[src/rtl/wb_pkg.sv]
// Shared constants and types for the RV32I writeback stage.
package wb_pkg;

  localparam int XLEN = 32;

  localparam logic [2:0] F3_LB  = 3'b000;
  localparam logic [2:0] F3_LH  = 3'b001;
  localparam logic [2:0] F3_LW  = 3'b010;
  localparam logic [2:0] F3_LBU = 3'b100;
  localparam logic [2:0] F3_LHU = 3'b101;

  typedef enum logic {
    IDLE      = 1'b0,
    WAIT_LOAD = 1'b1
  } wb_state_e;

  // Everything about an outstanding load that is needed once its data returns.
  typedef struct packed {
    logic       rd_wen;
    logic [4:0] rd_addr;
    logic [2:0] funct3;
    logic [1:0] offset;
  } load_req_t;

endpackage

[src/rtl/wb_if.sv]
// MEM->WB handshake, data memory response and register file write port.
interface wb_if;
  import wb_pkg::*;

  logic            mem_valid;
  logic            wb_ready;
  logic            mem_rd_wen;
  logic [4:0]      mem_rd_addr;
  logic            mem_is_load;
  logic [2:0]      mem_funct3;
  logic [XLEN-1:0] mem_result;
  logic            dmem_rvalid;
  logic [XLEN-1:0] dmem_rdata;
  logic            wr_en;
  logic [4:0]      wr_addr;
  logic [XLEN-1:0] wr_data;
  logic            load_pending;
  logic [4:0]      load_rd;
  logic            misalign_err;

  modport slave (
    input  mem_valid, mem_rd_wen, mem_rd_addr, mem_is_load, mem_funct3, mem_result,
    input  dmem_rvalid, dmem_rdata,
    output wb_ready, wr_en, wr_addr, wr_data, load_pending, load_rd, misalign_err
  );

  modport master (
    output mem_valid, mem_rd_wen, mem_rd_addr, mem_is_load, mem_funct3, mem_result,
    output dmem_rvalid, dmem_rdata,
    input  wb_ready, wr_en, wr_addr, wr_data, load_pending, load_rd, misalign_err
  );

endinterface

[src/rtl/wb_load_align.sv]
// Combinational load data extraction: shift by byte offset, then sign/zero extend.
module load_align
  import wb_pkg::*;
(
  input  logic [XLEN-1:0] word,
  input  logic [1:0]      offset,
  input  logic [2:0]      funct3,
  output logic [XLEN-1:0] value,
  output logic            misaligned
);

  logic [XLEN-1:0] byte_sh;
  logic [XLEN-1:0] half_sh;

  assign byte_sh = word >> {offset, 3'b000};
  assign half_sh = word >> {offset[1], 4'b0000};

  // Unused funct3 encodings fall through to the word path.
  always_comb begin
    value      = byte_sh;
    misaligned = (offset != 2'b00);
    case (funct3)
      F3_LB: begin
        value      = {{24{byte_sh[7]}}, byte_sh[7:0]};
        misaligned = 1'b0;
      end
      F3_LBU: begin
        value      = {24'h0, byte_sh[7:0]};
        misaligned = 1'b0;
      end
      F3_LH: begin
        value      = {{16{half_sh[15]}}, half_sh[15:0]};
        misaligned = offset[0];
      end
      F3_LHU: begin
        value      = {16'h0, half_sh[15:0]};
        misaligned = offset[0];
      end
      default: ;
    endcase
  end

endmodule

[src/rtl/wb_stage.sv]
// RV32I writeback stage: retires ALU results and variable-latency loads.
// Optional WB_MISALIGN_TRAP_EN drops misaligned loads and pulses misalign_err.
module wb_stage
  import wb_pkg::*;
(
  input  logic clk,
  input  logic rst,
  wb_if.slave  bus
);

  wb_state_e       state_q, state_d;
  load_req_t       ld_q, ld_d;
  logic            wr_en_q, wr_en_d;
  logic [4:0]      wr_addr_q, wr_addr_d;
  logic [XLEN-1:0] wr_data_q, wr_data_d;
  logic            pend_q, pend_d;
  logic [4:0]      load_rd_q, load_rd_d;
  logic            mis_q, mis_d;
  logic [XLEN-1:0] ld_value;
  logic            ld_misaligned;
  logic            drop_load;

  load_align u_align (
    .word       (bus.dmem_rdata),
    .offset     (ld_q.offset),
    .funct3     (ld_q.funct3),
    .value      (ld_value),
    .misaligned (ld_misaligned)
  );

`ifdef WB_MISALIGN_TRAP_EN
  assign drop_load = ld_misaligned;
`else
  logic unused_misaligned;
  assign unused_misaligned = ld_misaligned;
  assign drop_load         = 1'b0;
`endif

  always_ff @(posedge clk or posedge rst) begin
    if (rst) begin
      state_q   <= IDLE;
      ld_q      <= '0;
      wr_en_q   <= 1'b0;
      wr_addr_q <= '0;
      wr_data_q <= '0;
      pend_q    <= 1'b0;
      load_rd_q <= '0;
      mis_q     <= 1'b0;
    end else begin
      state_q   <= state_d;
      ld_q      <= ld_d;
      wr_en_q   <= wr_en_d;
      wr_addr_q <= wr_addr_d;
      wr_data_q <= wr_data_d;
      pend_q    <= pend_d;
      load_rd_q <= load_rd_d;
      mis_q     <= mis_d;
    end
  end

  // wr_addr/wr_data hold between writes; only wr_en qualifies them.
  always_comb begin
    state_d   = state_q;
    ld_d      = ld_q;
    wr_en_d   = 1'b0;
    wr_addr_d = wr_addr_q;
    wr_data_d = wr_data_q;
    mis_d     = 1'b0;
    case (state_q)
      IDLE: begin
        if (bus.mem_valid) begin
          if (bus.mem_is_load) begin
            ld_d.rd_wen  = bus.mem_rd_wen;
            ld_d.rd_addr = bus.mem_rd_addr;
            ld_d.funct3  = bus.mem_funct3;
            ld_d.offset  = bus.mem_result[1:0];
            state_d      = WAIT_LOAD;
          end else begin
            wr_en_d   = bus.mem_rd_wen && (bus.mem_rd_addr != 5'd0);
            wr_addr_d = bus.mem_rd_addr;
            wr_data_d = bus.mem_result;
          end
        end
      end
      WAIT_LOAD: begin
        if (bus.dmem_rvalid) begin
          state_d   = IDLE;
          wr_en_d   = ld_q.rd_wen && (ld_q.rd_addr != 5'd0) && !drop_load;
          wr_addr_d = ld_q.rd_addr;
          wr_data_d = ld_value;
          mis_d     = drop_load;
        end
      end
      default: state_d = IDLE;
    endcase
    pend_d    = (state_d == WAIT_LOAD);
    load_rd_d = (state_d == WAIT_LOAD) ? ld_d.rd_addr : 5'd0;
  end

  assign bus.wb_ready     = (state_q == IDLE);
  assign bus.wr_en        = wr_en_q;
  assign bus.wr_addr      = wr_addr_q;
  assign bus.wr_data      = wr_data_q;
  assign bus.load_pending = pend_q;
  assign bus.load_rd      = load_rd_q;
  assign bus.misalign_err = mis_q;

endmodule
[src/flat_wrapper.sv]
// flat-port wrapper written by rule: the top's interface ports become plain ports
module wb_stage_flat import wb_pkg::*;
  (clk, rst, bus_mem_valid, bus_mem_rd_wen, bus_mem_rd_addr, bus_mem_is_load, bus_mem_funct3, bus_mem_result, bus_dmem_rvalid, bus_dmem_rdata, bus_wb_ready, bus_wr_en, bus_wr_addr, bus_wr_data, bus_load_pending, bus_load_rd, bus_misalign_err);
  wb_if bus_i ();
  input  logic clk;
  input  logic rst;
  input wire logic [$bits(bus_i.mem_valid)-1:0] bus_mem_valid;
  input wire logic [$bits(bus_i.mem_rd_wen)-1:0] bus_mem_rd_wen;
  input wire logic [$bits(bus_i.mem_rd_addr)-1:0] bus_mem_rd_addr;
  input wire logic [$bits(bus_i.mem_is_load)-1:0] bus_mem_is_load;
  input wire logic [$bits(bus_i.mem_funct3)-1:0] bus_mem_funct3;
  input wire logic [$bits(bus_i.mem_result)-1:0] bus_mem_result;
  input wire logic [$bits(bus_i.dmem_rvalid)-1:0] bus_dmem_rvalid;
  input wire logic [$bits(bus_i.dmem_rdata)-1:0] bus_dmem_rdata;
  output wire logic [$bits(bus_i.wb_ready)-1:0] bus_wb_ready;
  output wire logic [$bits(bus_i.wr_en)-1:0] bus_wr_en;
  output wire logic [$bits(bus_i.wr_addr)-1:0] bus_wr_addr;
  output wire logic [$bits(bus_i.wr_data)-1:0] bus_wr_data;
  output wire logic [$bits(bus_i.load_pending)-1:0] bus_load_pending;
  output wire logic [$bits(bus_i.load_rd)-1:0] bus_load_rd;
  output wire logic [$bits(bus_i.misalign_err)-1:0] bus_misalign_err;
  assign bus_i.mem_valid = bus_mem_valid;
  assign bus_i.mem_rd_wen = bus_mem_rd_wen;
  assign bus_i.mem_rd_addr = bus_mem_rd_addr;
  assign bus_i.mem_is_load = bus_mem_is_load;
  assign bus_i.mem_funct3 = bus_mem_funct3;
  assign bus_i.mem_result = bus_mem_result;
  assign bus_i.dmem_rvalid = bus_dmem_rvalid;
  assign bus_i.dmem_rdata = bus_dmem_rdata;
  assign bus_wb_ready = bus_i.wb_ready;
  assign bus_wr_en = bus_i.wr_en;
  assign bus_wr_addr = bus_i.wr_addr;
  assign bus_wr_data = bus_i.wr_data;
  assign bus_load_pending = bus_i.load_pending;
  assign bus_load_rd = bus_i.load_rd;
  assign bus_misalign_err = bus_i.misalign_err;
  wb_stage u_core (.clk(clk), .rst(rst), .bus(bus_i));
endmodule
[config.mk]
export PLATFORM = sky130hd
export DESIGN_NAME = wb_stage_flat
export DESIGN_NICKNAME = d
export VERILOG_FILES = /design/src/rtl/wb_pkg.sv /design/src/rtl/wb_if.sv /design/src/rtl/wb_load_align.sv /design/src/rtl/wb_stage.sv /design/src/flat_wrapper.sv
export SDC_FILE = /design/constraint.sdc
export NUM_CORES = 1
export LEC_CHECK = 0
export ABC_CLOCK_PERIOD_IN_PS = 2600
export CAP_MARGIN = 20
export CORE_ASPECT_RATIO = 1.4
export CORE_MARGIN = 1
export CORE_UTILIZATION = 45
export DETAILED_ROUTE_END_ITERATION = 16
export GPL_ROUTABILITY_DRIVEN = 0
export PLACE_DENSITY = 0.81
export SYNTH_ARGS = -nofsm -noshare
export SYNTH_HDL_FRONTEND = slang
export SYNTH_HIERARCHICAL = 1
export SYNTH_SLANG_ARGS = --single-unit
[constraint.sdc]
create_clock -name clk -period 2.6 [get_ports clk]
set_input_delay 0.39 -clock clk [delete_from_list [all_inputs] [get_ports clk]]
set_output_delay 0.39 -clock clk [all_outputs]
set_load 0.1 [all_outputs]
# Yosys cells after proc, flatten, opt, wreduce, memory -nomap -nowiden
# Index checks and enable logic that the tools add are counted.
# W data, S select, Z words.
[op_classes]
reduce_logical = 7
shift = 2
bitwise_logic = 1
eq_ne = 6
mux = 21
[op_table]
columns = ["op", "n"]
rows = [
  ["$pmux W32 S4", 1],
  ["$mux W32", 3],
  ["$pmux W32 S2", 1],
  ["$shr A32 B5 Y16", 1],
  ["$shr A32 B5 Y32", 1],
  ["$mux W10", 3],
  ["$mux W5", 4],
  ["$pmux W5 S2", 1],
  ["$reduce_bool A5 Y1", 2],
  ["$eq A3 B3 Y1 const B", 2],
  ["$mux W1", 6],
  ["$ne A2 B2 Y1 const B", 3],
  ["$reduce_and A3 Y1", 2],
  ["$pmux W1 S2", 2],
  ["$eq A3 B1 Y1 const B", 1],
  ["$logic_not A3 Y1", 1],
  ["$logic_and A1 B1 Y1", 2],
  ["$not A1 Y1", 1],
]
[totals]
inputBits = 78
regBits = 55
wordCells = 46

# Longest topological paths before layout
[depth]
ltp_word = 5
ltp_mapped = 7
mapped_depth_nobuf = 5

# Cells and area by module
# Netlist, hierarchy kept.
[by_module_without_submodules]
columns = ["module", "seq_area_each_um2", "area_each_um2", "n_inst", "cells_per_inst"]
rows = [
  ["wb_stage", 1376.3, 2578.7, 1, 171],
  ["load_align", 0.0, 764.5, 1, 100],
]

# Least setup slack after synthesis
# No wires, ideal clock.
[synth_timing]
path_type = "reg-to-reg"
from = "register, netlist name u_core/bus.load_pending"
to = "register u_core/ld_q[1] in the netlist's numbering"
period_less_slack_ns = 2.389
n_path_buf = 2
path_slack_ns = 0.211
path_stages_with_launch = 6
t_arrival_ns = 2.264
setup_time_ns = 0.125
path_cell_list = "dfrtp_1 -> inv_2 -> and3_1 -> buf_2 -> buf_6 -> mux2_2"
[synth_rtl]
columns = ["element", "line_no", "rtl"]
rows = [
  ["to (signal assigned)", "wb_stage.sv:51", "ld_q <= ld_d;"],
  ["to (decl)", "wb_stage.sv:12", "load_req_t ld_q, ld_d;"],
]

# Final worst setup path
[layout_timing]
from = "input port bus_dmem_rdata[31]"
to = "register u_core.wr_data_q[15], in the netlist u_core/bus.wr_data[15]"
[layout_via]
elab_chain_cells = 4
word_cells_on_any_way = 5
[layout_rtl]
columns = ["element", "line_no", "rtl"]
rows = [
  ["from (decl)", "flat_wrapper.sv:14", "input wire logic [$bits(bus_i.dmem_rdata)-1:0] bus_dmem_rdata;"],
  ["$shr A32 B5 Y32 or $shr A32 B5 Y16 (tied branches)", "wb_load_align.sv:15, wb_load_align.sv:16", ""],
  ["$pmux W32 S4 *", "wb_load_align.sv:22", "case (funct3)"],
  ["net u_core.ld_value[15]", "wb_stage.sv:19", "logic [XLEN-1:0] ld_value;"],
  ["$mux W32 *", "wb_stage.sv:86", "if (bus.dmem_rvalid) begin"],
  ["$pmux W32 S2 *", "wb_stage.sv:69", "case (state_q)"],
  ["to (signal assigned)", "wb_stage.sv:54", "wr_data_q <= wr_data_d;"],
  ["to (decl)", "wb_stage.sv:15", "logic [XLEN-1:0] wr_data_q, wr_data_d;"],
]
# The timed path passes the listed nets; every way through them passes the cells marked *. The select of a mux whose other input is x is not followed.
# A chain may end at the register's enable or synchronous reset.

==> qor.csv <==
stage,metric,value,unit
status,run status,completed,
pwr,peak supply drop,0.653,mV
setup_path,crit start category,input port,
floorplan,I/O pin count,124,
global_route,Overflow after GRT,0,
sta,Fin. Hold Viols,0,
place,DP Worst Slack,-46.8,ps
clocking,clock sinks,55,
floorplan,Die Ht,104,um
synthesis,yosys warns,6,
synthesis,Synth Instances,268,
hold_path,Hold Path Class,in -> async,
clocking,CTS Buf Count,5,
routing,DR iter-0 viols,103,
setup_path,CP Capture Type,flip-flop,
setup_path,critical path's most frequent cell,mux2_2,
sta,hold slack final,434,ps
routing,routed wire length per instance,17.5,um
global_route,largest net degree at the start of global routing,35,
sta,RSZ-0062 raised after global routing,no,
job,max-cap violations,0,
pwr,P_leak,0.00202,uW
routing,Pre-Repair DR Iteration Count,5,
finish,layout cells sized above 1,45.0,%
setup_path,Worst Path Max Fanout,8,
setup_path,worst-path cell chain,clkdlybuf4s50_1 > mux4_2 > and2_1 > or3_1 > mux2_2 > mux2_2,
clocking,"Reg clk slew, reported paths",100,ps
clocking,Skew-Pair Late Insertion Delay,320,ps
clocking,Root Driver,clkbuf_8,
floorplan,Initial Util,47.1,%
sta,worst-margin pin slew,559,ps
place,Placed Cells,476,
routing,Via density,5.41,
sta,crit share post-route,89.8,%
clocking,post-CTS sizing,0,
global_route,Total GRT Usage,22.9,%
routing,via count,2618,
sta,Slew Limit Headroom,62.8,%
global_route,vias in the first global route,2731,
pwr,PwrDens,1040,mW/mm^2
finish,"non-filler cells, final",484,
global_route,first-pass GRT wire length,13.4,mm
setup_path,Worst R2R Path Depth,5,
floorplan,core area,0.00707,sq mm
sta,pins over their slew limit,0,
place,HPWL after detailed placement,6.69,mm
clocking,CTS tree,yes,
finish,# fillers,576,
finish,n_diodes,0,
floorplan,die width,74.7,um
setup_path,crit path DAT,2540,ps
setup_path,CP max stage cell,mux4_2,
finish,design area,0.00463,sq mm
finish,nets@finish,466,
clocking,buffer count from post-CTS setup fixing,0,
finish,area occupied by multi-input gates,0.00179,sq mm
floorplan,num rows,36,
finish,area growth from synthesis to layout,39.1,%
routing,drt drc,0,
place,area post-placement,0.00454,sq mm
sta,Peak Freq,429,MHz
setup_path,critical path class,in -> reg,
sta,Final Worst Setup Slack,266,ps
place,number of port buffers,122,
routing,post-route ant nets,0,
setup_path,critical path data required time,2810,ps
sta,final critical-path required period,2330,ps
clocking,H-tree Lvls,2,
sta,final setup fails,0,
clocking,Clock Tree Buf Depth,2,
synthesis,synthesized area per cell,12.4,sq um
floorplan,Die ar.,0.00775,sq mm
setup_path,"slowest stage delay, CP",510,ps
global_route,initial antenna violation count,0,
routing,WL final,8.48,mm
clocking,hold buffers post-CTS,0,
synthesis,Syn Nets,346,
sta,clock skew,9.73,ps
synthesis,synthesized cell area,0.00333,sq mm
finish,Reg area,0.00138,sq mm
-- worst max-delay path, delay by kind of cell --
family                 cells  cell delay [ps]
AND/OR/NAND/NOR            2              650
buffers and inverters      1              470
multiplexers               3             1020
-- cells in the final DEF, fill, tap and decap left out, types with 2 or more instances in the layout --
master / count
a21oi_1: 7
a22o_1: 5
a311o_1: 6
and4b_1: 2
buf_12: 3
buf_4: 54
clkbuf_8: 5
clkdlybuf4s50_1: 77
clkinv_4: 2
dfrtp_1: 54
inv_2: 2
mux2_2: 96
mux2i_1: 7
mux4_2: 8
nand2_1: 34
nand2b_1: 2
nor2_1: 2
nor2b_1: 2
nor3b_1: 2
or3_1: 2
or4_1: 2
-- area by class of cell --
| class | instances | share of cell area, % |
|---|---|---|
| multi-input cells | 189 | 38.7 |
| well taps | 95 | 2.57 |
| flip-flops and latches | 55 | 29.7 |
| clock buffers | 5 | 1.49 |
| inverters | 3 | 0.243 |
| repair buffers | 134 | 26.7 |
| clock inverters | 3 | 0.621 |
-- per-layer routing --
layer	wire [um]	vias to the layer above	part of all wire (%)	track usage, %
li1	-	1223	-	-
met1	3330	1279	39	26.8
met2	4460	95	53	39.6
met3	378	21	4.5	3.99
met4	313	0	3.7	9.84
met5	0	-	0	0
-- report_power, final --
group          switching [uW]  total [uW]  internal, uW  leakage [uW]
combinational            2120        3030           903       0.00131
sequential                172        1280          1100      0.000661
clock                     301         502           200     0.0000502
total                    2600        4800          2210       0.00202
-- registers in the layout, indices dropped and copies added, names as in the netlist --
signal and cells:
u_core/bus.load_rd 5, u_core/bus.wr_en 1, u_core/bus.wr_data 32, u_core/bus.wr_addr 5, u_core/ld_q 11, u_core/bus.load_pending 1
-- through the flow --
step           util, %  power, uW  setup TNS, ps
6_report          65.5       4800              0
3_3_place_gp      64.1       4290          -22.1
3_5_place_dp      64.1       4330          -90.9
2_1_floorplan        -       3620              0
5_1_grt           65.5       4990              0
4_1_cts           65.5       4830              0
-- worst paths after layout --
kind	start	endpoint	slack [ps]
worst max-delay path	bus_dmem_rdata[31]	u_core/bus.wr_data[15]$_DFFE_PP0P_	270
worst min-delay path	rst	u_core/bus.wr_data[24]$_DFFE_PP0P_	430
worst max register to register	u_core/ld_q[0]$_DFFE_PP0P_	u_core/bus.wr_data[15]$_DFFE_PP0P_	390
worst min register to register	u_core/bus.wr_data[17]$_DFFE_PP0P_	u_core/bus.wr_data[17]$_DFFE_PP0P_	520
max in group asynchronous	rst	u_core/bus.load_pending$_DFF_PP0_	1610
min in group clk	u_core/bus.wr_data[17]$_DFFE_PP0P_	u_core/bus.wr_data[17]$_DFFE_PP0P_	520
No activity file was read; power rests on OpenSTA's default activity.
